File: config.mk
export PLATFORM = sky130hd
export DESIGN_NAME = slave_in
export DESIGN_NICKNAME = d
export VERILOG_FILES = /design/src/rtl/slave_in.sv
export SDC_FILE = /design/constraint.sdc
export NUM_CORES = 1
export LEC_CHECK = 0
export ABC_AREA = 1
export CORE_MARGIN = 8
export CORE_UTILIZATION = 40
export DETAILED_ROUTE_END_ITERATION = 6
export DONT_BUFFER_PORTS = 1
export PLACE_DENSITY = 0.57
export SLEW_MARGIN = 20
export SYNTH_ARGS = -nofsm -noshare
export SYNTH_HDL_FRONTEND = slang
export SYNTH_SLANG_ARGS = --single-unit
File: constraint.sdc
create_clock -name clk -period 3.4 [get_ports clk]
set_clock_uncertainty 0.05 [all_clocks]
set_input_delay 0.68 -clock clk [delete_from_list [all_inputs] [get_ports clk]]
set_output_delay 0.68 -clock clk [all_outputs]
set_load 0.05 [all_outputs]
File: src/rtl/slave_in.sv
// Serial bus slave receive path: deserialises the address/burst header and write beats, then issues mem_we or rd_req.
// Latency: mem_we 21 cycles after the first header bit (+9 per extra beat); slave_ready is low in WRITE/RD_WAIT/DONE, and a master_valid=0 cycle stalls without aborting.
module slave_in #(
    parameter int ADDR_WIDTH  = 12,
    parameter int DATA_WIDTH  = 8,
    parameter int BURST_WIDTH = 12
) (
    input  logic                   clk,
    input  logic                   reset,
    input  logic                   master_valid,
    input  logic                   write_en,
    input  logic                   read_en,
    input  logic                   rx_address,
    input  logic                   rx_burst_number,
    input  logic                   rx_data,
    input  logic                   rd_complete,
    output logic                   slave_ready,
    output logic                   rx_done,
    output logic [ADDR_WIDTH-1:0]  mem_addr,
    output logic [DATA_WIDTH-1:0]  mem_wdata,
    output logic                   mem_we,
    output logic                   rd_req,
    output logic [BURST_WIDTH-1:0] rd_burst
);
    localparam int CNT_MAX = (ADDR_WIDTH > DATA_WIDTH) ? ADDR_WIDTH : DATA_WIDTH;
    localparam int CNT_W   = $clog2(CNT_MAX + 1);

    localparam logic [2:0] S_IDLE    = 3'd0;
    localparam logic [2:0] S_HEADER  = 3'd1;
    localparam logic [2:0] S_WDATA   = 3'd2;
    localparam logic [2:0] S_WRITE   = 3'd3;
    localparam logic [2:0] S_RD_WAIT = 3'd4;
    localparam logic [2:0] S_DONE    = 3'd5;

    localparam logic [BURST_WIDTH:0] BEAT_ONE = (BURST_WIDTH + 1)'(1);

    logic [2:0]             state;
    logic                   is_write;
    logic [CNT_W-1:0]       bit_cnt;
    logic [ADDR_WIDTH-1:0]  addr_sr;
    logic [BURST_WIDTH-1:0] burst_sr;
    logic [DATA_WIDTH-1:0]  data_sr;
    logic [BURST_WIDTH:0]   beats_left;
    logic                   rd_req_q;

    logic                   beat_bit;
    logic [ADDR_WIDTH-1:0]  addr_next;
    logic [BURST_WIDTH-1:0] burst_next;
    logic [DATA_WIDTH-1:0]  data_next;

    assign slave_ready = (state == S_IDLE) || (state == S_HEADER) || (state == S_WDATA);
    assign beat_bit    = master_valid && slave_ready;
    assign mem_we      = (state == S_WRITE);
    assign rx_done     = (state == S_DONE);
    assign rd_req      = rd_req_q;

    // LSB arrives first, so each new bit enters at the top and slides down.
    assign addr_next  = {rx_address, addr_sr[ADDR_WIDTH-1:1]};
    assign burst_next = {rx_burst_number, burst_sr[BURST_WIDTH-1:1]};
    assign data_next  = {rx_data, data_sr[DATA_WIDTH-1:1]};

    always_ff @(posedge clk or negedge reset) begin
        if (!reset) begin
            state      <= S_IDLE;
            is_write   <= 1'b0;
            bit_cnt    <= '0;
            addr_sr    <= '0;
            burst_sr   <= '0;
            data_sr    <= '0;
            beats_left <= '0;
            rd_req_q   <= 1'b0;
            mem_addr   <= '0;
            mem_wdata  <= '0;
            rd_burst   <= '0;
        end else begin
            rd_req_q <= 1'b0;
            case (state)
                S_IDLE: begin
                    if (beat_bit && (write_en ^ read_en)) begin
                        addr_sr  <= addr_next;
                        burst_sr <= burst_next;
                        is_write <= write_en;
                        bit_cnt  <= CNT_W'(1);
                        state    <= S_HEADER;
                    end
                end
                S_HEADER: begin
                    if (beat_bit) begin
                        addr_sr  <= addr_next;
                        burst_sr <= burst_next;
                        if (bit_cnt == CNT_W'(ADDR_WIDTH - 1)) begin
                            mem_addr   <= addr_next;
                            rd_burst   <= burst_next;
                            // One extra bit so a full-scale burst field still counts its last beat.
                            beats_left <= {1'b0, burst_next} + BEAT_ONE;
                            bit_cnt    <= '0;
                            if (is_write) begin
                                state <= S_WDATA;
                            end else begin
                                state    <= S_RD_WAIT;
                                rd_req_q <= 1'b1;
                            end
                        end else begin
                            bit_cnt <= bit_cnt + CNT_W'(1);
                        end
                    end
                end
                S_WDATA: begin
                    if (beat_bit) begin
                        data_sr <= data_next;
                        if (bit_cnt == CNT_W'(DATA_WIDTH - 1)) begin
                            mem_wdata <= data_next;
                            bit_cnt   <= '0;
                            state     <= S_WRITE;
                        end else begin
                            bit_cnt <= bit_cnt + CNT_W'(1);
                        end
                    end
                end
                S_WRITE: begin
                    beats_left <= beats_left - BEAT_ONE;
                    if (beats_left == BEAT_ONE) begin
                        state <= S_DONE;
                    end else begin
                        mem_addr <= mem_addr + ADDR_WIDTH'(1);
                        state    <= S_WDATA;
                    end
                end
                S_RD_WAIT: begin
                    if (rd_complete) begin
                        state <= S_DONE;
                    end
                end
                S_DONE: begin
                    state <= S_IDLE;
                end
                default: begin
                    state <= S_IDLE;
                end
            endcase
        end
    end
endmodule

# --- After elaboration in Yosys (flattened, before gate mapping) ---
# Index checks and enable logic that the tools add are counted.
op_classes:
  mul: 0
  div: 0
  shift: 0
  n_addsub: 4
  n_reduce_logical: 17
  bitwise: 1
  eq_ne: 15
  magnitude_cmp: 0
  mux: 32
ops:
  columns: ["op", "count"]
  rows:
  - ["2-to-1 mux 12 bit", 7]
  - ["case mux 12 bit (2 select lines)", 3]
  - ["2-to-1 mux 13 bit", 2]
  - ["case mux 13 bit (2 select lines)", 1]
  - ["2-to-1 mux 3 bit", 8]
  - ["2-to-1 mux 4 bit", 5]
  - ["case mux 3 bit (5 select lines)", 1]
  - ["adder 12 x 1 -> 13 bit, second input constant", 1]
  - ["equality test 13 x 1 -> 1 bit, second input constant", 1]
  - ["subtractor 13 x 1 -> 13 bit, second input constant", 1]
  - ["adder 12 x 1 -> 12 bit, second input constant", 1]
  - ["case mux 4 bit (3 select lines)", 1]
  - ["AND reduction 3 bit", 4]
  - ["!= test 2 bit, second input constant", 4]
  - ["AND reduction 4 bit", 2]
  - ["equality test 3 x 2 -> 1 bit, second input constant", 2]
  - ["equality test 3 bit, second input constant", 2]
  - ["!= test 2 x 1 -> 1 bit, second input constant", 3]
  - ["AND reduction 6 bit", 1]
  - ["adder 4 x 1 -> 4 bit, second input constant", 1]
  - ["equality test 4 x 3 -> 1 bit, second input constant", 1]
  - ["equality test 4 bit, second input constant", 1]
  - ["2-to-1 mux 1 bit", 4]
  - ["AND reduction 2 bit", 2]
  - ["other kinds (7)", 10]
word_totals:
  out_inout_bits: 36
  n_memories: 0
  word_cells: 80
  ramBits: 0
  input_bits: 9
  rom_bits: 0
  latch_bits: 0
  register_bits: 86

# --- Longest topological paths before layout ---
depth:
  word_depth: 7
  mapped_depth: 10
  mapped_depth_nobuf: 9

# --- Worst setup path after synthesis ---
# OpenSTA, ideal clock, no wires.
synth_path:
  path_type: "reg-to-output"
  start: "reg state[2]"
  end: "out rx_done"
  arrival_time_ns: 1.688
  path_buffers: 0
  setup_slack_ns: 0.982
  required_time_ns: 2.670
  stages_incl_launch_ff: 3
  path_cell_list: "dfrtp_1 inv_1 nor3_1"
synth_via:
  elab_chain_len: 1
synth_lines:
  columns: ["item", "line_no", "text"]
  rows:
  - ["from (decl)", "37", "logic [2:0] state;"]
  - ["from (signal assigned)", "64", "state <= S_IDLE;"]
  - ["from (signal assigned)", "84", "state <= S_HEADER;"]
  - ["from (signal assigned)", "98", "state <= S_WDATA;"]
  - ["equality test 3 bit", "54", "assign rx_done = (state == S_DONE);"]
  - ["to (decl)", "18", "output logic rx_done,"]
# Every way passes these cells.

# --- Worst setup path in the final report ---
layout_path:
  start: "reg state[1]"
  end: "out mem_we"
layout_via:
  elab_chain_len: 1
layout_lines:
  columns: ["item", "line_no", "text"]
  rows:
  - ["equality test 3 x 2 -> 1 bit", "53", "assign mem_we = (state == S_WRITE);"]
  - ["to (decl)", "21", "output logic mem_we,"]
# Every way passes these cells.

==> results.ini <==
[clocking]
post_cts_buffers=0
cts.sinks=83
clockBufferDepth=2
clk_pin_slew_ns=0.09
insertion_delay_ns=0.37
cts_tree=done
cts_root_buf=clkbuf_8
cts_made_buffers=9
htreeDepth=3

[synthesis]
ys_seq_area_share_pct=46.6
yosysTopAreaCell=dfrtp_1
synth_area_um2=4460
avgSynthCellArea_um2=7.48
ys_ff_latch=83
ys_types=31
synth_area_leaders=dfrtp_1 47%, nand2_1 16%, o21ai_0 5.6%
syn-instance-count=596
syn_nets=610
synth.top_cell.area_share_pct=46.6
yosysWarnings=0

[timing]
worst_slack_ns=0.559
slew_viol_final=0
max_clock_freq_ghz=0.352
setup_tns_ns=0
fin_crit_ns=2.84
worst_pin_slew_ns=0.908
hold_viol_final=0
setup_viol=0
period_share_pct=83.5
max_slew_margin_pct=39.1
rsz0062_at_grt=false

[placed_design]
place.gp.congestion=0.851
place_area_um2=4530
io_buffers=0
dp_slack_ns=0.875
hpwl_um=7050

[floorplanning]
start_util_pct=41.1
fp.dieArea_um2=14800
die_y_um=122
coreArea_um2=10800
io_pins=45
placementRows=38
die_x_um=122

[grt]
grt_pass1_wl_um=17600
grt-ovfl-total=0
groute.usage.overall_pct=14.7
grt_max_degree=84
grt_pass1_vias=3582
antenna_found_initial=0

[power]
power.ir.vdd_worst_v=0.000604
cellPowerDensity_nw_per_um2=937
p_leak_uw=0.00233

[layout]
post-route-util_pct=43.6
diodes=0
drive_above_1_share_pct=7.87
final_area_um2=4730
final_common_cell=nand2_1
mostFrequentLayoutCells=193 x nand2_1, 83 x dfrtp_1, 64 x inv_1
num-nets-final=606
area_delta_synth_final_pct=6.01

[detailed_routing]
vias=3711
drc=0
first_pass_iters=5
wl_per_cell_um=13.7
vias_per_cell=5.04
drtIter0Drc=244
wl_um=10100
postRouteAntennaNets=0

[critical_path]
r2r_start=state[1]
slowest_delay_ns=0.66
path_cells=nand2_2 > inv_2 > buf_4
cp_data_required_time_ns=2.67
path_max_fanout=21
critPathKind=flop to output pin
cp.arrival_ns=2.11
crit_start=state[1]
crit_path_start_kind=flop
end_kind=output pin
crit_slowest_cell=dfrtp_1

[run]
cap_violations=0

[status]
status=finished clean

[hold_path]
hp-class=input port to asynchronous set/reset pin

-- timing repair --
action | 4_1_cts | 5_1_grt
endpoints found under the hold margin | 83 | 0
hold buffers | 1 | 0
gates resized for setup | 0 | 0
-- where the power goes --
group          internal (µW)  leakage, µW  switching, µW
clock                    262    0.0000791            367
sequential              1310      0.00108            599
combinational            575      0.00116           1310
-- synth_stat cells, drive strengths merged --
cell type / number
o21bai: 1
buf: 17
inv: 70
o21ai: 74
dfrtp: 83
ha: 5
xor2: 2
nand4: 14
nand3: 47
nor3: 5
or2: 3
clkbuf: 1
nand3b: 1
a21oi: 20
nor2: 53
o211ai: 1
a21boi: 1
nand2: 198
-- path summary, 6_finish.rpt --
check	endpoint	slack (ns)	cells past startpoint
max in group asynchronous	rd_burst[11]	2.81	1
worst max register to register	mem_addr[5]	1.05	7
min in group clk	mem_wdata[7]	0.37	2
worst max-delay path	mem_we	0.56	3
worst min-delay path	beats_left[8]	0.14	1
worst min register to register	addr_sr[5]	0.44	2
-- flip-flops by register name (all words and copies together), names as in the netlist --
signal / cells
is_write: 1
state: 3
rd_burst: 12
mem_wdata: 8
beats_left: 13
data_sr: 7
rd_req: 1
mem_addr: 12
bit_cnt: 4
burst_sr: 11
addr_sr: 11
-- critical path, delay by kind of cell (launching register included) --
kind,cells,cell delay (ns)
and+or+nand+nor,1,0.33
buffers and inverters,2,0.74
DFF,1,0.66
-- through the flow --
step / instances / hold WS [ns] / power (µW)
floorplan: 596 / 0.334 / 3410
global placement: 720 / 0.338 / 3740
detailed placement: 720 / 0.339 / 3790
CTS: 737 / 0.162 / 4460
global route: 737 / 0.177 / 4860
finish: 737 / 0.144 / 4430
-- cell families after synthesis --
logic type,Yosys count,synth area share [%]
adders and majority gates,5,1.40
DFF,83,46.6
xor gates and xnor gates,2,0.393
AOI/OAI and AO/OA,97,12.0
buffers and inverters,88,8.76
and+or+nand+nor,321,30.9
-- metal layers --
metal / part of all wire (%) / vias to the layer above / GRT usage (%)
li1: - / 1896 / -
met1: 47 / 1734 / 19.3
met2: 45 / 69 / 22.5
met3: 5.5 / 12 / 3.70
met4: 1.9 / 0 / 6.94
met5: 0 / - / 0
-- area by class of cell --
cell class | instances | area, µm²
Sequential cell | 83 | 2080
Clock inverter | 5 | 30.0
Tap cell | 140 | 175
Multi-Input combinational cell | 425 | 2000
Inverter | 70 | 265
Fill cell | 1126 | 6110
Clock buffer | 11 | 131
Timing Repair Buffer | 3 | 42.5
Note: power is estimated with default switching activity, not from simulation.
